--- src/rtl/ysyx_22050019_mem_arb_pkg.sv ---
// Shared types for the IF/LS memory arbiter: FSM state and owner encodings,
// plus a width helper for the fairness counters.
package ysyx_22050019_mem_arb_pkg;

  typedef enum logic [1:0] {
    ARB_IDLE = 2'd0,
    ARB_REQ  = 2'd1,
    ARB_RESP = 2'd2
  } arb_state_e;

  typedef enum logic {
    OWN_IF = 1'b0,
    OWN_LS = 1'b1
  } arb_owner_e;

  // Bits needed to hold the values 0..max_val inclusive.
  function automatic int cnt_width(input int max_val);
    return (max_val < 1) ? 1 : $clog2(max_val + 1);
  endfunction

endpackage

--- src/rtl/ysyx_22050019_sat_cnt.sv ---
// Saturating up-counter with synchronous clear. Clear wins over increment.
// Used as the IF starvation counter; generic enough for other fairness counts.
module ysyx_22050019_sat_cnt #(
  parameter int MAX = 4,
  parameter int W   = 3
) (
  input  logic         clk,
  input  logic         rst,
  input  logic         inc_i,
  input  logic         clr_i,
  output logic [W-1:0] cnt_o,
  output logic         at_max_o
);

  localparam logic [W-1:0] MAX_V = W'(MAX);

  logic [W-1:0] cnt_q;

  // Count up on inc, hold at MAX, return to zero on clear.
  always_ff @(posedge clk or posedge rst) begin
    if (rst) begin
      cnt_q <= '0;
    end else if (clr_i) begin
      cnt_q <= '0;
    end else if (inc_i && (cnt_q != MAX_V)) begin
      cnt_q <= cnt_q + 1'b1;
    end
  end

  assign cnt_o    = cnt_q;
  assign at_max_o = (cnt_q == MAX_V);

endmodule

--- src/rtl/ysyx_22050019_mem_arb.sv ---
// Shared memory port arbiter between instruction fetch (read-only) and the
// load/store path. One transaction at a time: IDLE grants, REQ presents the
// registered request to memory, RESP waits for the response and routes it
// back to the owner. LS has priority; the starvation counter forces an IF win
// after MAX_WAIT consecutive losses.
//
// Handshake: a requester holds valid and its payload until it sees ready.
// ready is a one-cycle pulse, only ever driven in IDLE, and at most one
// requester sees it; the payload present in that cycle is the one served.
// rvalid is a one-cycle pulse to the owner in the cycle memory responds,
// with rdata passed straight through from mem_rdata.
module ysyx_22050019_mem_arb
  import ysyx_22050019_mem_arb_pkg::*;
#(
  parameter  int ADDR_W   = 64,
  parameter  int DATA_W   = 64,
  parameter  int MAX_WAIT = 4,
  localparam int MASK_W   = DATA_W / 8,
  localparam int CNT_W    = cnt_width(MAX_WAIT)
) (
  input  logic              clk,
  input  logic              rst,
  input  logic              if_valid,
  input  logic [ADDR_W-1:0] if_addr,
  output logic              if_ready,
  output logic              if_rvalid,
  output logic [DATA_W-1:0] if_rdata,
  input  logic              ls_valid,
  input  logic              ls_wen,
  input  logic [ADDR_W-1:0] ls_addr,
  input  logic [DATA_W-1:0] ls_wdata,
  input  logic [MASK_W-1:0] ls_wmask,
  output logic              ls_ready,
  output logic              ls_rvalid,
  output logic [DATA_W-1:0] ls_rdata,
  output logic              mem_req_valid,
  input  logic              mem_req_ready,
  output logic              mem_wen,
  output logic [ADDR_W-1:0] mem_addr,
  output logic [DATA_W-1:0] mem_wdata,
  output logic [MASK_W-1:0] mem_wmask,
  input  logic              mem_resp_valid,
  input  logic [DATA_W-1:0] mem_rdata,
  output logic              arb_err,
  output logic [1:0]        dbg_state,
  output logic [CNT_W-1:0]  dbg_starve_cnt
);

  arb_state_e        state_q;
  arb_owner_e        owner_q;
  logic [ADDR_W-1:0] addr_q;
  logic [DATA_W-1:0] wdata_q;
  logic [MASK_W-1:0] wmask_q;
  logic              wen_q;
  logic              arb_err_q;

  logic              in_idle;
  logic              grant_ls;
  logic              grant_if;
  logic              starve_max;
  logic              resp_hit;
  logic [CNT_W-1:0]  starve_cnt;

  // Arbitration is only live in IDLE, and never while reset is held, so no
  // ready can leak out during an asynchronous reset.
  assign in_idle  = (state_q == ARB_IDLE) && !rst;
  assign grant_ls = in_idle && ls_valid && !(if_valid && starve_max);
  assign grant_if = in_idle && if_valid && !grant_ls;
  assign resp_hit = (state_q == ARB_RESP) && mem_resp_valid;

  // Counts LS wins that happened while IF was also waiting.
  ysyx_22050019_sat_cnt #(
    .MAX (MAX_WAIT),
    .W   (CNT_W)
  ) u_starve_cnt (
    .clk      (clk),
    .rst      (rst),
    .inc_i    (grant_ls && if_valid),
    .clr_i    (grant_if),
    .cnt_o    (starve_cnt),
    .at_max_o (starve_max)
  );

  // Arbiter FSM: latch winner payload in IDLE, hand it to memory in REQ,
  // wait for the response in RESP.
  always_ff @(posedge clk or posedge rst) begin
    if (rst) begin
      state_q <= ARB_IDLE;
      owner_q <= OWN_IF;
      addr_q  <= '0;
      wdata_q <= '0;
      wmask_q <= '0;
      wen_q   <= 1'b0;
    end else begin
      case (state_q)
        ARB_IDLE: begin
          if (grant_ls) begin
            owner_q <= OWN_LS;
            addr_q  <= ls_addr;
            wdata_q <= ls_wdata;
            wmask_q <= ls_wen ? ls_wmask : '0;
            wen_q   <= ls_wen;
            state_q <= ARB_REQ;
          end else if (grant_if) begin
            owner_q <= OWN_IF;
            addr_q  <= if_addr;
            wdata_q <= '0;
            wmask_q <= '0;
            wen_q   <= 1'b0;
            state_q <= ARB_REQ;
          end
        end
        ARB_REQ: begin
          if (mem_req_ready) begin
            state_q <= ARB_RESP;
          end
        end
        ARB_RESP: begin
          if (mem_resp_valid) begin
            state_q <= ARB_IDLE;
          end
        end
        default: begin
          state_q <= ARB_IDLE;
        end
      endcase
    end
  end

  // Sticky flag for a memory response arriving when none is outstanding.
  always_ff @(posedge clk or posedge rst) begin
    if (rst) begin
      arb_err_q <= 1'b0;
    end else if (mem_resp_valid && (state_q != ARB_RESP)) begin
      arb_err_q <= 1'b1;
    end
  end

  assign if_ready       = grant_if;
  assign ls_ready       = grant_ls;
  assign if_rvalid      = resp_hit && (owner_q == OWN_IF);
  assign ls_rvalid      = resp_hit && (owner_q == OWN_LS);
  assign if_rdata       = if_rvalid ? mem_rdata : '0;
  assign ls_rdata       = ls_rvalid ? mem_rdata : '0;

  assign mem_req_valid  = (state_q == ARB_REQ);
  assign mem_wen        = wen_q;
  assign mem_addr       = addr_q;
  assign mem_wdata      = wdata_q;
  assign mem_wmask      = wmask_q;
  assign arb_err        = arb_err_q;

  assign dbg_state      = state_q;
  assign dbg_starve_cnt = starve_cnt;

endmodule
--- config.mk ---
export PLATFORM = sky130hd
export DESIGN_NAME = ysyx_22050019_mem_arb
export DESIGN_NICKNAME = d
export VERILOG_FILES = /design/src/rtl/ysyx_22050019_mem_arb_pkg.sv /design/src/rtl/ysyx_22050019_sat_cnt.sv /design/src/rtl/ysyx_22050019_mem_arb.sv
export SDC_FILE = /design/constraint.sdc
export NUM_CORES = 1
export LEC_CHECK = 0
export ABC_AREA = 1
export BUFFER_PORTS_ARGS = -buffer_cell sky130_fd_sc_hd__buf_2
export CORE_AREA = 3 3 213 215
export DETAILED_ROUTE_END_ITERATION = 12
export DIE_AREA = 0 0 216 218
export GPL_TIMING_DRIVEN = 0
export REMOVE_ABC_BUFFERS = 1
export SYNTH_ARGS = -nofsm -noshare
export SYNTH_HDL_FRONTEND = slang
export SYNTH_HIERARCHICAL = 1
export SYNTH_SLANG_ARGS = --single-unit
--- constraint.sdc ---
create_clock -name clk -period 10.62 [get_ports clk]
set_clock_uncertainty 0.05 [all_clocks]
set_input_delay 1.062 -clock clk [delete_from_list [all_inputs] [get_ports clk]]
set_output_delay 1.062 -clock clk [all_outputs]
set_load 0.02 [all_outputs]
# After elaboration in Yosys (flattened, before gate mapping)
# Cells that the tools add are included.
# classes
n_addsub	1
eq_ne	8
muxes	19
bitwise_logic	1
reduce_logical	20
# ops
op	n
64-bit two-way mux	6
8-bit two-way mux	3
1-bit logical AND	12
2-bit two-way mux	4
3-bit two-way mux	2
3-bit inequality test (second input constant)	2
2-bit case mux with 3 select lines	1
2-bit inequality test (second input constant)	2
2-bit nonzero test	2
3-bit by 1-bit adder with 3-bit output (second input constant)	1
3-bit equality test (second input constant)	1
1-bit logical NOT	3
1-bit two-way mux	3
3-bit AND reduction	1
2-bit by 1-bit equality test with 1-bit output (second input constant)	1
2-bit equality test (second input constant)	1
2-bit logical NOT	1
2-bit by 1-bit inequality test with 1-bit output (second input constant)	1
2-bit AND reduction	1
1-bit NOT	1
# word_totals
register_bits	144
input_bits	271
output_inout_bits	276

# Longest topological paths before layout
# Gate-level depths: netlist (run 1).
# depth
word_depth	9
mapped_depth	16
ltp_nobuf	14

# Modules after synthesis
# Netlist (run 1), hierarchy kept.
# by_module_without_submodules
mod	n_inst	cells_per_inst	area_each_um2	seq_area_each_um2
ysyx_22050019_mem_arb	1	1035	7395.8	3528.4
ysyx_22050019_sat_cnt	1	26	188.9	75.1

# Worst setup path after synthesis (run 1)
# Ideal clock, no wire load.
# synth_timing
path_type	input -> output
start	input rst
end	output if_ready
arrival_time_ns	5.350
required_ns	9.508
setup_slack_ns	4.158
cell_stages	4
path_buffers	1
path_cell_list	inv_1 nand2_1 buf_1 nor3_1
# synth_between
elab_chain_len	6
word_cells_on_any_way	7
cone_classes	reduce/logical: 7
# synth_lines
item	line	rtl
start, declared	ysyx_22050019_mem_arb.sv:22	input logic rst,
1-bit logical NOT (no source line) (*)	-	
1-bit logical AND (*)	ysyx_22050019_mem_arb.sv:66	assign in_idle = (state_q == ARB_IDLE) && !rst;
1-bit logical AND (2 in series)	ysyx_22050019_mem_arb.sv:67	assign grant_ls = in_idle && ls_valid && !(if_valid && starve_max);
1-bit logical NOT	ysyx_22050019_mem_arb.sv:68	assign grant_if = in_idle && if_valid && !grant_ls;
1-bit logical AND (*)	ysyx_22050019_mem_arb.sv:68	
end, declared	ysyx_22050019_mem_arb.sv:25	output logic if_ready,
# Every way passes the cells marked *; elsewhere a longest branch is shown, timed or not.

# Final worst setup path (run 1)
# layout_timing
start	register u_starve_cnt.cnt_q[0], in the netlist u_starve_cnt/cnt_o[0]
end	output if_ready
# layout_between
elab_chain_len	6
# layout_lines
item	line	rtl
start, declared	ysyx_22050019_sat_cnt.sv:17	logic [W-1:0] cnt_q;
start signal, assigned	ysyx_22050019_sat_cnt.sv:26	cnt_q <= cnt_q + 1'b1;
3-bit equality test	ysyx_22050019_sat_cnt.sv:31	assign at_max_o = (cnt_q == MAX_V);
named net starve_max	ysyx_22050019_mem_arb.sv:60	logic starve_max;
1-bit logical AND	ysyx_22050019_mem_arb.sv:67	
1-bit logical NOT	ysyx_22050019_mem_arb.sv:67	
1-bit logical AND	ysyx_22050019_mem_arb.sv:67	
1-bit logical NOT	ysyx_22050019_mem_arb.sv:68	
1-bit logical AND	ysyx_22050019_mem_arb.sv:68	
# The timed path passes the listed nets, and every way through them passes these cells.

==> results.json, run 1 <==
{
  "ys_types": 19,
  "clock-sinks": 144,
  "cp_data_required_time_ns": 9.51,
  "wl_per_cell_um": 17.1,
  "worstHoldStart": "mem_wdata[49]",
  "finalCritPeriodShare_pct": 42.7,
  "synth_area_mm2": 0.00758,
  "synthXorXnorAreaFrac_pct": 0,
  "reg2reg_depth": 11,
  "tns_ns": 0,
  "hpwl_um": 30100,
  "htree_num_levels": 4,
  "finish.instance_area_mm2": 0.0115,
  "areaGrowthSynthToFinish_pct": 51.4,
  "hold_ws_ns": 0.419,
  "ir_drop_uv": 146,
  "synth_top_cell_by_area": "dfrtp_1",
  "drc": 0,
  "max_freq_ghz": 0.220,
  "holdPathEnd": "mem_wdata[49]",
  "clk_latency_ns": 0.45,
  "timing.rr.start": "u_starve_cnt/cnt_o[0]",
  "hold_class": "reg -> reg",
  "postCtsHoldBufs": 0,
  "seq_area_mm2": 0.00360,
  "cp.arrival_ns": 3.43,
  "synth_seq_cells": 144,
  "core_area_mm2": 0.0439,
  "antenna_found_initial": 18,
  "synth_top_family_by_area": "simple AND/OR/NAND/NOR gates",
  "synth_compound_area_share_pct": 6.78,
  "grt_pass1_vias": 8509,
  "synth_mux_area_share_pct": 0,
  "cap_violations": 0,
  "holdPathStages": 2,
  "synth_most_common_cell": "nand2_1",
  "grt_max_degree": 94,
  "drv_slew": 0,
  "cts_tree": "yes",
  "synth_common_cells": "nand2_1 (360), dfrtp_1 (144), inv_1 (141), nor2_1 (138), nand3_1 (131)",
  "hold_viol_final": 0,
  "cts_inserted_buffers": 17,
  "cts_root_buf": "clkbuf_16",
  "cts_setup_buffers": 0,
  "drive_gt1_share_pct": 37.7,
  "dieArea_mm2": 0.0471,
  "drt-pass1-iter-count": 5,
  "cts.path.max_buffers": 2,
  "synthFlopType": "dfrtp_1",
  "netlist_instances": 1061,
  "placed_cell_area_mm2": 0.0109,
  "fin_crit_ns": 4.54,
  "leakage_nw": 7.08,
  "cellPowerDensity_mw_per_mm2": 253,
  "vias": 8817,
  "endpoint_kind": "primary output",
  "dp.cells": 2137,
  "grt_pass1_wl_um": 52600,
  "outcome": "finished, final reports clean",
  "synth_top_area_share_pct": 47.5,
  "setup_viol": 0,
  "ios": 547,
  "cts-resized-gates": 0,
  "syn_avg_cell_area_um2": 7.15,
  "nets": 1837,
  "die_w_um": 216,
  "initialDrtViolationCount": 513,
  "timing.rr.end": "dbg_state[0]",
  "synth_edf_count": 0,
  "multi_input_area_mm2": 0.00313,
  "die_y_um": 218,
  "clk_pin_slew_ns": 0.07,
  "ys_async_sr_fraction_pct": 100,
  "rows": 77,
  "synthTopCellsByArea": "dfrtp_1 (48%), nand2_1 (18%), nand3_1 (8.6%), inv_1 (7.0%), nor2_1 (6.8%)",
  "fin_cells": 2176,
  "yosysSeqAreaShare_pct": 47.5,
  "reg2reg_slack_ns": 7.26,
  "synth_simple_gate_area_share_pct": 33.6,
  "start_util_pct": 17.3,
  "finalWirelength_um": 37300,
  "synth_warnings": 6,
  "path_max_fanout": 67,
  "grt_usage_pct": 15.1,
  "nFillCells": 4913,
  "path_class": "reg -> out",
  "synth_fa_ha_area_share_pct": 0.330,
  "maxSlewHeadroom_pct": 33.6,
  "viasPerCell": 4.05,
  "worst_pin_slew_ns": 0.996,
  "rsz0062_at_grt": "false",
  "portBuffers": 546,
  "start_kind": "register",
  "ant_nets": 0,
  "globalplace.congestion": 0.931,
  "overflow": 0
}
-- final cells by class --
cell class	instances	share of cell area, %
multi-input combinational	704	27.2
inverter	144	4.77
sequential	144	31.4
clock buffer	20	3.89
clock inverter	12	0.959
tap	592	6.45
antenna	7	0.153
timing repair buffer	553	25.2
-- how the worst max path moves through the flow --
stage / start / to / slack (ns) / cells after the start
global placement: rst / mem_addr[33] / -5.40 / 7
CTS: u_starve_cnt/cnt_o[0] / if_ready / 6.07 / 9
global route: u_starve_cnt/cnt_o[0] / if_ready / 5.87 / 9
finish: u_starve_cnt/cnt_o[0] / if_ready / 6.08 / 9
floorplan: rst / ls_ready / 0.81 / 3
detailed placement: rst / ls_ready / 6.26 / 5
-- stage by stage --
stage	setup slack (ns)	utilization, %	total power, mW
floorplan	0.813	-	1.73
global placement	-5.40	24.4	2.32
detailed placement	6.26	24.8	2.35
CTS	6.07	26.1	2.96
global route	5.87	26.1	3.11
finish	6.08	26.1	2.91
-- flip-flops by register name, indices dropped and copies added (netlist names) --
register,count
arb_err,1
dbg_state,2
mem_addr,64
mem_wdata,64
mem_wen,1
mem_wmask,8
owner_q,1
u_starve_cnt/cnt_o,3
-- cell usage in the layout, fill, tap and decap left out, drive strengths merged --
master,instances
clkinvlp,4
ha,2
nand4,2
a21oi,1
o21ai,2
a21o,1
o21bai,64
o31ai,1
inv,146
clkbuf,20
dfrtp,144
nor3,1
bufinv,1
clkinv,5
nand2,361
diode,7
nand3,131
buf,553
nor2,138
-- report_power, final --
group,leakage (nW),total [mW],switching [mW],internal (mW)
clock,0.263,0.581,0.253,0.328
sequential,1.81,0.960,0.149,0.811
combinational,5.01,1.37,0.951,0.415
-- layer usage --
metal,track usage [%],wire (µm)
met1,15.4,13200
met4,10.4,2060
met3,3.78,2540
met5,0,0
met2,27.3,19400
-- cells by family (layout without fill, tap and decap cells) --
| kind of cell | Yosys count | count (layout) |
|---|---|---|
| flops | 144 | 144 |
| fa+ha+maj | 2 | 2 |
| buf+inv | 213 | 729 |
| other cells | 0 | 7 |
| simple gates | 633 | 633 |
| compound gates | 69 | 69 |
-- critical path: stages, from the launching register on --
cell and delay [ns]:
dfrtp_1 0.42, inv_1 0.09, ha_1 0.19, nand2_2 0.09, inv_1 0.06, nand2_1 0.08
nand2_4 0.67, inv_2 0.54, nor3_1 0.46, buf_2 0.25
(Power assumes the default switching activity.)
==> run 2: changes to the inputs <==
Settings changed: CORE_AREA 3 3 213 215 to 3 3 209 211, DIE_AREA 0 0 216 218 to 0 0 212 214.
Clock period 10.62 ns to 4 ns, I/O delays scaled along.
==> run 2 against run 1 <==
Die area decreased by 3.7%. Highest routed layer unchanged. Setup slack got worse by 5.6 ns. Cell area increased by 0.52%. Via count increased by 0.11%. Cell count decreased by 2.1%. Non-clock buffer count increased by 3. Combinational power increased to 2.6 times the previous value. First-iteration DRC count decreased by 12%.
==> results.json, run 2 (synthesized netlist as in run 1, its figures left out) <==
{
  "cts_setup_buffers": 0,
  "globalplace.congestion": 0.894,
  "cts_tree": "yes",
  "drv_slew": 0,
  "grt_usage_pct": 15.8,
  "cts_root_buf": "clkbuf_16",
  "path_class": "in -> reg",
  "report.power.total_mw": 7.88,
  "path_max_fanout": 93,
  "drt-pass1-iter-count": 5,
  "grt_pass1_vias": 8614,
  "drc": 0,
  "initialDrtViolationCount": 452,
  "setup_viol": 0,
  "cp_data_required_time_ns": 4.27,
  "ir_drop_uv": 357,
  "grt_max_degree": 94,
  "ios": 547,
  "clk_pin_slew_ns": 0.06,
  "finalWirelength_um": 37200,
  "core_area_mm2": 0.0419,
  "endpoint_kind": "register",
  "wl_per_cell_um": 17.5,
  "hold_class": "in -> reg",
  "outcome": "finished, final reports clean",
  "start_util_pct": 18.1,
  "vias": 8827,
  "overflow": 0,
  "rsz0062_at_grt": "false",
  "final_common_cell": "buf_2",
  "fin_crit_ns": 3.48,
  "finalCritPeriodShare_pct": 87.1,
  "cp.arrival_ns": 3.75,
  "reg2reg_slack_ns": 0.78,
  "hpwl_um": 29900,
  "areaGrowthSynthToFinish_pct": 52.1,
  "clock-sinks": 144,
  "cts.path.max_buffers": 2,
  "nets": 1840,
  "portBuffers": 546,
  "drive_gt1_share_pct": 37.8,
  "grt_pass1_wl_um": 52900,
  "die_w_um": 212,
  "tns_ns": 0,
  "ant_nets": 0,
  "antenna_found_initial": 19,
  "final_cell_mix": "buf_2 (546), nand2_1 (358), dfrtp_1 (144)",
  "start_kind": "input pin",
  "max_freq_ghz": 0.287,
  "worst_pin_slew_ns": 1.01,
  "hold_viol_final": 0,
  "dieArea_mm2": 0.0454,
  "rows": 75,
  "htree_num_levels": 4,
  "clk_latency_ns": 0.44,
  "cap_violations": 0,
  "viasPerCell": 4.14,
  "die_y_um": 214,
  "leakage_nw": 7.15,
  "cellPowerDensity_mw_per_mm2": 683,
  "cts_inserted_buffers": 17,
  "maxSlewHeadroom_pct": 32.4
}
==> run 2: changes by cell type in the layout (fill, tap and decap cells not counted), moves of 2 or more <==
cell / change
buf_12: +2
bufinv_16: +3
clkinv_4: +3
clkinvlp_4: -3
diode_2: +4
==> run 2: area by class of cell <==
type | count | area (µm²)
Timing Repair Buffer | 556 | 2940
Sequential cell | 144 | 3600
Antenna cell | 11 | 27.5
Tap cell | 539 | 674
Clock inverter | 14 | 191
Inverter | 144 | 551
Clock buffer | 18 | 429
Multi-Input combinational cell | 704 | 3130
Fill cell | 4576 | 30400
==> run 2: critical path, cell delays in order <==
cell,delay [ns]
dlygate4sd3_1,0.55
buf_2,0.16
inv_6,0.44
nand2_4,0.38
buf_12,0.30
a21oi_4,0.45
buf_12,0.27
inv_6,0.16
buf_16,0.25
nand2_1,0.14
nand2_1,0.07
==> run 2: stage by stage <==
step	util [%]	setup slack (ns)	cell area [µm²]	hold WS [ns]	instances
after floorplan	-	-4.89	7230	0.104	992
after global placement	25.4	-11.75	10600	0.260	2077
after detailed placement	25.9	0.611	10900	0.297	2086
after CTS	27.4	0.529	11500	0.0644	2119
after global routing	27.5	0.290	11500	0.0737	2129
final	27.5	0.517	11500	0.107	2130
==> run 2: what timing repair did <==
| item | CTS | global route |
|---|---|---|
| endpoints found under the hold margin | 3 | 0 |
| hold buffers | 1 | 0 |
| gates resized for setup | 0 | 0 |
==> run 2: where the power goes <==
part	leakage [nW]	switching [mW]	internal, mW	total (mW)
Combinational	5.03	2.52	1.12	3.63
Sequential	1.81	0.400	2.15	2.55
Clock	0.304	0.652	1.04	1.69
Total	7.15	3.57	4.31	7.88
==> run 2: layer usage <==
metal,vias to the layer above,part of all wire [%],global-route usage (%)
met2,449,53,29.4
met5,-,0,0
met1,4080,35,15.3
li1,4228,-,-
met4,0,4.3,9.96
met3,70,6.9,4.17
==> run 2: worst paths after layout <==
path,cells past startpoint,start,endpoint
worst max-delay path,11,rst,mem_addr[27]
worst min-delay path,3,ls_wdata[33],mem_wdata[33]
worst max register to register,13,u_starve_cnt/cnt_o[0],mem_addr[27]
worst min register to register,2,mem_wdata[2],mem_wdata[2]
max in group asynchronous,4,rst,mem_wdata[5]
min in group asynchronous,3,rst,u_starve_cnt/cnt_o[2]
